--- config.mk ---
export PLATFORM = sky130hd
export DESIGN_NAME = sdram_req_responder
export DESIGN_NICKNAME = d
export VERILOG_FILES = /design/src/rtl/sdram_resp_pkg.sv /design/src/rtl/rr_arbiter2.sv /design/src/rtl/sdram_req_responder.sv
export SDC_FILE = /design/constraint.sdc
export NUM_CORES = 1
export LEC_CHECK = 0
export ABC_AREA = 0
export BUFFER_PORTS_ARGS = -buffer_cell sky130_fd_sc_hd__buf_4
export CAP_MARGIN = 20
export CORE_UTILIZATION = 46
export CTS_CLUSTER_SIZE = 10
export DETAILED_ROUTE_END_ITERATION = 10
export PLACE_DENSITY = 0.92
export SETUP_SLACK_MARGIN = 0.1
export SYNTH_ARGS = -nofsm -noshare
export SYNTH_HDL_FRONTEND = slang
export SYNTH_SLANG_ARGS = --single-unit
--- constraint.sdc ---
create_clock -name i_clk -period 10.3 [get_ports i_clk]
set_clock_uncertainty 0.2 [all_clocks]
set_input_delay 2.06 -clock i_clk [delete_from_list [all_inputs] [get_ports i_clk]]
set_output_delay 2.06 -clock i_clk [all_outputs]
set_load 0.05 [all_outputs]
--- src/rtl/sdram_resp_pkg.sv ---
// Shared types and defaults for the SDRAM request responder: FSM states,
// client index type and default address/data widths.
package sdram_resp_pkg;

  localparam int unsigned ADDR_W_DEF      = 23;
  localparam int unsigned DATA_W_DEF      = 32;
  localparam int unsigned TIMEOUT_CYC_DEF = 1024;

  typedef enum logic [1:0] {
    IDLE  = 2'd0,
    CMD   = 2'd1,
    RWAIT = 2'd2,
    ACK   = 2'd3
  } state_t;

  // Client index: 0 = mixing core, 1 = recorder/player.
  typedef logic client_t;

  localparam client_t CLIENT0 = 1'b0;
  localparam client_t CLIENT1 = 1'b1;

endpackage

--- src/rtl/rr_arbiter2.sv ---
// Two-request round-robin arbiter. The preferred-client pointer moves to the
// other client whenever a grant is taken (i_update with a valid request).
module rr_arbiter2
  import sdram_resp_pkg::*;
(
  input  logic       i_clk,
  input  logic       i_rst,
  input  logic [1:0] i_req,
  input  logic       i_update,
  output logic       o_valid,
  output client_t    o_gnt
);

  client_t r_pref;

  // NOTE: every output of a combinational block gets a value on every path,
  // otherwise synthesis infers a latch.
  always_comb begin
    o_valid = |i_req;
    o_gnt   = client_t'(i_req[1]);
    if (&i_req) begin
      o_gnt = r_pref;
    end
  end

  // NOTE: state registers use non-blocking assignments so every flop samples
  // the pre-edge value of its inputs.
  always_ff @(posedge i_clk or posedge i_rst) begin
    if (i_rst) begin
      r_pref <= CLIENT0;
    end else if (i_update && o_valid) begin
      r_pref <= ~o_gnt;
    end
  end

endmodule

--- src/rtl/sdram_req_responder.sv ---
// Responder for the level-held SDRAM request protocol: arbitrates two clients
// and runs one Avalon-MM transaction at a time. Optional watchdog: SDRAM_RESP_TIMEOUT_EN.
module sdram_req_responder
  import sdram_resp_pkg::*;
#(
  parameter int unsigned ADDR_W      = ADDR_W_DEF,
  parameter int unsigned DATA_W      = DATA_W_DEF,
  parameter int unsigned TIMEOUT_CYC = TIMEOUT_CYC_DEF
) (
  input  logic              i_clk,
  input  logic              i_rst,
  input  logic              c0_read,
  input  logic              c0_write,
  input  logic [ADDR_W-1:0] c0_addr,
  input  logic [DATA_W-1:0] c0_writedata,
  output logic [DATA_W-1:0] c0_readdata,
  output logic              c0_finished,
  input  logic              c1_read,
  input  logic              c1_write,
  input  logic [ADDR_W-1:0] c1_addr,
  input  logic [DATA_W-1:0] c1_writedata,
  output logic [DATA_W-1:0] c1_readdata,
  output logic              c1_finished,
  output logic [ADDR_W-1:0] avm_address,
  output logic              avm_read,
  output logic              avm_write,
  output logic [DATA_W-1:0] avm_writedata,
  input  logic [DATA_W-1:0] avm_readdata,
  input  logic              avm_readdatavalid,
  input  logic              avm_waitrequest,
  output logic              o_timeout
);

  state_t            r_state;
  client_t           r_gnt;
  logic              r_is_wr;
  logic [ADDR_W-1:0] r_addr;
  logic [DATA_W-1:0] r_wdata;
  logic              r_avm_read;
  logic              r_avm_write;
  logic [1:0]        r_fin;
  logic [DATA_W-1:0] r_rdata [2];
  logic              r_timeout;

  logic [1:0]        w_req;
  logic              w_gnt_valid;
  client_t           w_gnt;
  logic              w_tmo;

  assign w_req = {c1_read | c1_write, c0_read | c0_write};

  rr_arbiter2 u_arb (
    .i_clk    (i_clk),
    .i_rst    (i_rst),
    .i_req    (w_req),
    .i_update (r_state == IDLE),
    .o_valid  (w_gnt_valid),
    .o_gnt    (w_gnt)
  );

`ifdef SDRAM_RESP_TIMEOUT_EN
  localparam int unsigned CNT_W = $clog2(TIMEOUT_CYC) + 1;
  logic [CNT_W-1:0] r_tmo_cnt;

  // Counts wait cycles of the current command; fires on the last allowed cycle.
  always_ff @(posedge i_clk or posedge i_rst) begin
    if (i_rst) begin
      r_tmo_cnt <= '0;
    end else if (r_state == CMD || r_state == RWAIT) begin
      r_tmo_cnt <= r_tmo_cnt + 1'b1;
    end else begin
      r_tmo_cnt <= '0;
    end
  end

  assign w_tmo = (r_tmo_cnt == CNT_W'(TIMEOUT_CYC - 1));
`else
  assign w_tmo = 1'b0;
`endif

  always_ff @(posedge i_clk or posedge i_rst) begin
    if (i_rst) begin
      r_state     <= IDLE;
      r_gnt       <= CLIENT0;
      r_is_wr     <= 1'b0;
      r_addr      <= '0;
      r_wdata     <= '0;
      r_avm_read  <= 1'b0;
      r_avm_write <= 1'b0;
      r_fin       <= 2'b00;
      r_rdata[0]  <= '0;
      r_rdata[1]  <= '0;
      r_timeout   <= 1'b0;
    end else begin
      r_fin <= 2'b00;
      case (r_state)
        IDLE: begin
          if (w_gnt_valid) begin
            // Read+write together counts as a write.
            r_gnt       <= w_gnt;
            r_is_wr     <= w_gnt ? c1_write : c0_write;
            r_addr      <= w_gnt ? c1_addr : c0_addr;
            r_wdata     <= w_gnt ? c1_writedata : c0_writedata;
            r_avm_write <= w_gnt ? c1_write : c0_write;
            r_avm_read  <= w_gnt ? ~c1_write : ~c0_write;
            r_state     <= CMD;
          end
        end
        CMD: begin
          if (!avm_waitrequest) begin
            r_avm_read  <= 1'b0;
            r_avm_write <= 1'b0;
            if (r_is_wr) begin
              r_fin[r_gnt] <= 1'b1;
              r_state      <= ACK;
            end else if (avm_readdatavalid) begin
              r_rdata[r_gnt] <= avm_readdata;
              r_fin[r_gnt]   <= 1'b1;
              r_state        <= ACK;
            end else begin
              r_state <= RWAIT;
            end
          end else if (w_tmo) begin
            r_avm_read     <= 1'b0;
            r_avm_write    <= 1'b0;
            r_rdata[r_gnt] <= '0;
            r_fin[r_gnt]   <= 1'b1;
            r_timeout      <= 1'b1;
            r_state        <= ACK;
          end
        end
        RWAIT: begin
          if (avm_readdatavalid) begin
            r_rdata[r_gnt] <= avm_readdata;
            r_fin[r_gnt]   <= 1'b1;
            r_state        <= ACK;
          end else if (w_tmo) begin
            r_rdata[r_gnt] <= '0;
            r_fin[r_gnt]   <= 1'b1;
            r_timeout      <= 1'b1;
            r_state        <= ACK;
          end
        end
        ACK: begin
          r_state <= IDLE;
        end
        default: begin
          r_state <= IDLE;
        end
      endcase
    end
  end

  assign avm_address   = r_addr;
  assign avm_writedata = r_wdata;
  assign avm_read      = r_avm_read;
  assign avm_write     = r_avm_write;
  assign c0_finished   = r_fin[0];
  assign c1_finished   = r_fin[1];
  assign c0_readdata   = r_rdata[0];
  assign c1_readdata   = r_rdata[1];
  assign o_timeout     = r_timeout;

endmodule

# Word level (Yosys, flattened, before mapping)
# Index checks and enable logic that the tools add are counted.
[totals] wordCells=69 regBits=128 output_inout_bits=124
[classes] eq_ne=7 bitwise_logic=6 reduce_logical=12 n_lt_le_gt_ge=4 mux=29
[ops] operator="$mux 64" n=3
[ops] operator="$pmux 64 s2" n=1
[ops] operator="$bwmux 64" n=1
[ops] operator="$mux 32" n=2
[ops] operator="$demux 32 s1" n=1
[ops] operator="$mux 23" n=1
[ops] operator="$mux 2" n=6
[ops] operator="$mux 1" n=9
[ops] operator="$reduce_and 3->1" n=3
[ops] operator="$ne 2x2->1 const B" n=4
[ops] operator="$pmux 2 s4" n=1
[ops] operator="$eq 2x2->1 const B" n=2
[ops] operator="$pmux 1 s2" n=2
[ops] operator="$pmux 2 s2" n=1
[ops] operator="$reduce_and 2->1" n=2
[ops] operator="$reduce_bool 2->1" n=2
[ops] operator="$logic_and 1x1->1" n=3
[ops] operator="$not 1->1" n=3
[ops] operator="$eq 2x1->1 const B" n=1
[ops] operator="$ge 2x2->1 const B" n=1
[ops] operator="$logic_not 2->1" n=1
[ops] operator="$lt 1x2->1 const B" n=1
[ops] operator="$lt 2x1->1 const B" n=1
[ops] operator="$not 1->2" n=1
[ops] operator="4 further kinds" n=5

# Depth between registers and ports, before layout
[logic_depth] ltp_word=10 mapped_depth=6 depth_no_buf=5

# By module
# From an unflattened synthesis, not the netlist that was laid out.
[hier_totals] cells_unflattened=431 area_unflattened_um2=5481.5
[by_module_without_submodules] module="sdram_req_responder" area_per_inst_um2=5424.0 cells_each=424 instances=1
[by_module_without_submodules] module="rr_arbiter2" area_per_inst_um2=57.6 cells_each=7 instances=1

# Worst setup path before layout
# OpenSTA, ideal clock, no wires.
[synth_path] kind="input to register" from="input avm_waitrequest" to="register r_rdata (netlist bit c1_readdata[0])" cell_stages=4 arrival_time_ns=2.992 required_time_ns=9.973 path_slack_ns=6.980 setup_ns=0.127 cell_sequence="nor3b_2 o211a_2 buf_6 mux2_1"
[synth_via] elab_chain_cells=2
[synth_rtl] item="start, declared" line_no="sdram_req_responder.sv:30" text="input logic avm_waitrequest,"
[synth_rtl] item="$ne 2x2->1 (no source line)"
[synth_rtl] item="$reduce_and 3->1 (no source line)"
[synth_rtl] item="end signal, assigned by index" line_no="sdram_req_responder.sv:117" text="r_rdata[r_gnt] <= avm_readdata;"
[synth_rtl] item="end signal, assigned by index" line_no="sdram_req_responder.sv:134" text="r_rdata[r_gnt] <= avm_readdata;"
[synth_rtl] item="end, declared" line_no="sdram_req_responder.sv:42" text="logic [DATA_W-1:0] r_rdata [2];"
# Every way passes these cells.
# A chain may end at the register's enable or synchronous reset.

# Worst setup path in the final report
[layout_path] from="input avm_waitrequest" to="register r_rdata (netlist bit c1_readdata[9])"
# Same word-level chain as after synthesis.

==> impl_results.md <==
* Met3 routed WL at 1.25 mm
* ANT cells at 0
* Yosys cell types at 33
* Pwr Density at 415 nW/um2
* CTS tree: yes
* MaxCap Viol Count at 0
* Total congestion overflow at 0
* Multi-input logic area at 1940 um2
* Die area at 12100 um2
* Place WS at 6.34 ns
* Leak at 3.97 nW
* CP cell instances: buf_4 > nor3b_2 > o211a_2 > mux2_1
* Initial antenna violation count at 0
* Final Setup Violations at 0
* Post-synth top area share at 59.6%
* Fin worst setup slack at 6.77 ns
* Share of cells above drive strength 1 at 51.9%
* # Post-CTS Setup Buffers at 0
* Post-Syn Instances at 372
* CORE AREA at 11400 um2
* Setup crit start kind: input port
* CTS root buffer: clkbuf_16
* Metal-1 WL at 5.55 mm
* DRT Pass-1 Iters at 5
* Routed vias at 4234
* Setup CP Type: input port to flop
* Final core occ at 70.3%
* Final hold violation count at 0
* Slew HR at 26.6%
* Clock Latency Late Sink at 0.40 ns
* Fin Hold WS at 0.287 ns
* Crit path capture type: flop
* Top cells by area, synth: dfrtp_1 60%, a221o_1 10%, mux2_1 8.4%, and2_1 6.5%, mux2_2 5.2%
* Num CTS Buffers at 17
* Mean post-synth cell area at 14.4 um2
* WL met2 at 7.20 mm
* Area growth syn-to-layout at 49.5%
* Routability cong. at 0.801
* Min Tclk post-route at 3.53 ns
* Reg area at 3200 um2
* Layout Cells excl Fill at 798
* First-pass GRT wire length at 21.0 mm
* Outcome: completed
* Most area-hungry cell type in the Yosys netlist: dfrtp_1
* Filler Cells Inserted at 744
* HPWL Detailed at 10.0 mm
* Worst-path fanout max at 32
* DRC Markers at 0
* Setup TNS at 0 ns
* VDD IR max at 0.000400 V
* Die Span Y at 110 um
* Top Metal Used: met4
* Critical Path RT at 10.37 ns
* Post-synth net total at 526
* Crit path largest cell delay at 0.77 ns
* Yosys warns at 0
* Crit path DAT at 3.61 ns
* Slowest stage cell on the critical path: o211a_2
* Gr usage total at 23.3%
* Post-synthesis sequential area ratio at 59.6%
* TritonCTS Sinks at 128
* CTS H-tree depth at 4
* Vias in the first global route at 4225
* Antenna Nets Post-Route at 0
* Actual slew at the worst max-slew pin at 1.10 ns
* NumNets Final at 796
* I/O pins at 274
* Vias per cell at 5.31
* Initial DRC Count at 252
* Initial Util at 47.0%
* CTS hold repair buffers at 0
* Die Span X at 110 um
* Pins Over Slew Limit at 0
* WL per Instance at 17.9 um
* Pin count of the biggest net entering global routing at 79
* Clk pin slew, worst setup/hold paths at 0.06 ns
* RSZ-0062 raised after global routing: false
* Synthesized area at 5370 um2
* Core Rows at 39
* Port buffer count at 272
* HP Class: flop to flop
* Post-cts gate resize count at 0
* Reg2reg setup slack at 7.71 ns
* Max Fclk at 0.283 GHz
* Worst-case clock buffer depth at 2
* Routed wire length at 14.3 mm
* #FFs+latches synth at 128
* Final period utilization at 34.3%
* DP Cell Count at 765
[registers in the layout, summed over array words and instances (netlist names)]
signal         cells
r_is_wr            1
u_arb.r_pref       1
r_gnt              1
avm_writedata     32
avm_read           1
c0_readdata       32
c1_readdata       32
avm_address       23
r_fin              2
r_state            2
avm_write          1
[final cells by class]
type	count	share of cell area (%)
clock buffer	18	5.47
clock inverter	14	1.96
inverter	6	0.312
multi-input combinational	213	24.2
sequential	128	39.9
tap	143	2.23
timing repair buffer	276	26.0
[layer usage]
metal / track usage [%] / vias up
met2: 39.7 / 206
met4: 10.2 / 0
met5: 0 / -
met1: 27.0 / 2072
li1: - / 1934
met3: 7.17 / 22
[placed cells by master, fill, tap and decap left out, types with 2 or more instances in the layout]
cell type	n
buf_4	275
dfrtp_1	128
and2_1	56
a221o_1	55
mux2_1	40
mux2_2	25
clkbuf_16	17
inv_1	5
clkinv_4	5
nor2_1	4
ha_1	4
nor2b_1	3
o21ai_0	2
a2bb2oi_1	2
nor3b_1	2
a211oi_1	2
o32ai_1	2
a21o_1	2
clkinvlp_4	2
inv_6	2
bufinv_16	2
clkinv_2	2
[worst paths after layout]
path,start,end,depth (start not counted)
max in group asynchronous,i_rst,c0_readdata[19]$_DFFE_PP0P_,3
max reg2reg,r_state[1]$_DFFE_PP0P_,c1_readdata[9]$_DFFE_PP0P_,5
max,avm_waitrequest,c1_readdata[9]$_DFFE_PP0P_,4
min reg2reg,c1_readdata[0]$_DFFE_PP0P_,c1_readdata[0]$_DFFE_PP0P_,1
min,c1_readdata[0]$_DFFE_PP0P_,c1_readdata[0]$_DFFE_PP0P_,1
min in group asynchronous,i_rst,avm_address[8]$_DFFE_PP0P_,2
[metrics by stage]
stage,total power [W],area [um2]
after global routing,0.00349,8030
after CTS,0.00335,8010
after detailed placement,0.00274,7410
final,0.00333,8030
after floorplan,0.00218,5370
after global placement,0.00268,7410
[power by group]
| part | total [W] | internal (W) | switching [W] |
|---|---|---|---|
| Clock | 0.000596 | 0.000367 | 0.000230 |
| Sequential | 0.000893 | 0.000754 | 0.000140 |
| Combinational | 0.00184 | 0.000635 | 0.00121 |
| Total | 0.00333 | 0.00175 | 0.00158 |
[logic make-up (layout without fill, tap and decap cells)]
family                     Yosys count  after routing  share of synthesized area [%]
DFF                                128            128                           59.6
AOI/OAI and AO/OA                   73             73                           13.3
and+or+nand+nor                     70             70                           8.18
muxes                               65             65                           13.6
buffers and inverters               31            314                           4.26
adders and majority gates            4              4                          0.932
other                                1              1                         0.0698
[synthesized netlist by cell type (all sizes together)]
master	instances
a2111oi	1
o211a	1
a21boi	1
o221a	1
a211oi	2
dfrtp	128
clkbuf	7
o41ai	1
ha	4
nor3b	3
conb	1
a21o	2
mux2	65
nor4	1
nor2	4
and2	56
a221o	55
nand2	1
o21ai	4
a2bb2oi	2
nor2b	3
o32ai	2
and3b	2
o2bb2ai	1
inv	6
buf	18
[worst max-delay path: cells and delay by family]
| family | cells | cell delay, ns |
|---|---|---|
| AO/OA/AOI/OAI | 1 | 0.77 |
| buffers and inverters | 1 | 0.12 |
| multiplexers | 1 | 0.40 |
| AND/OR/NAND/NOR | 1 | 0.23 |
Note: power is estimated with default switching activity, not from simulation.
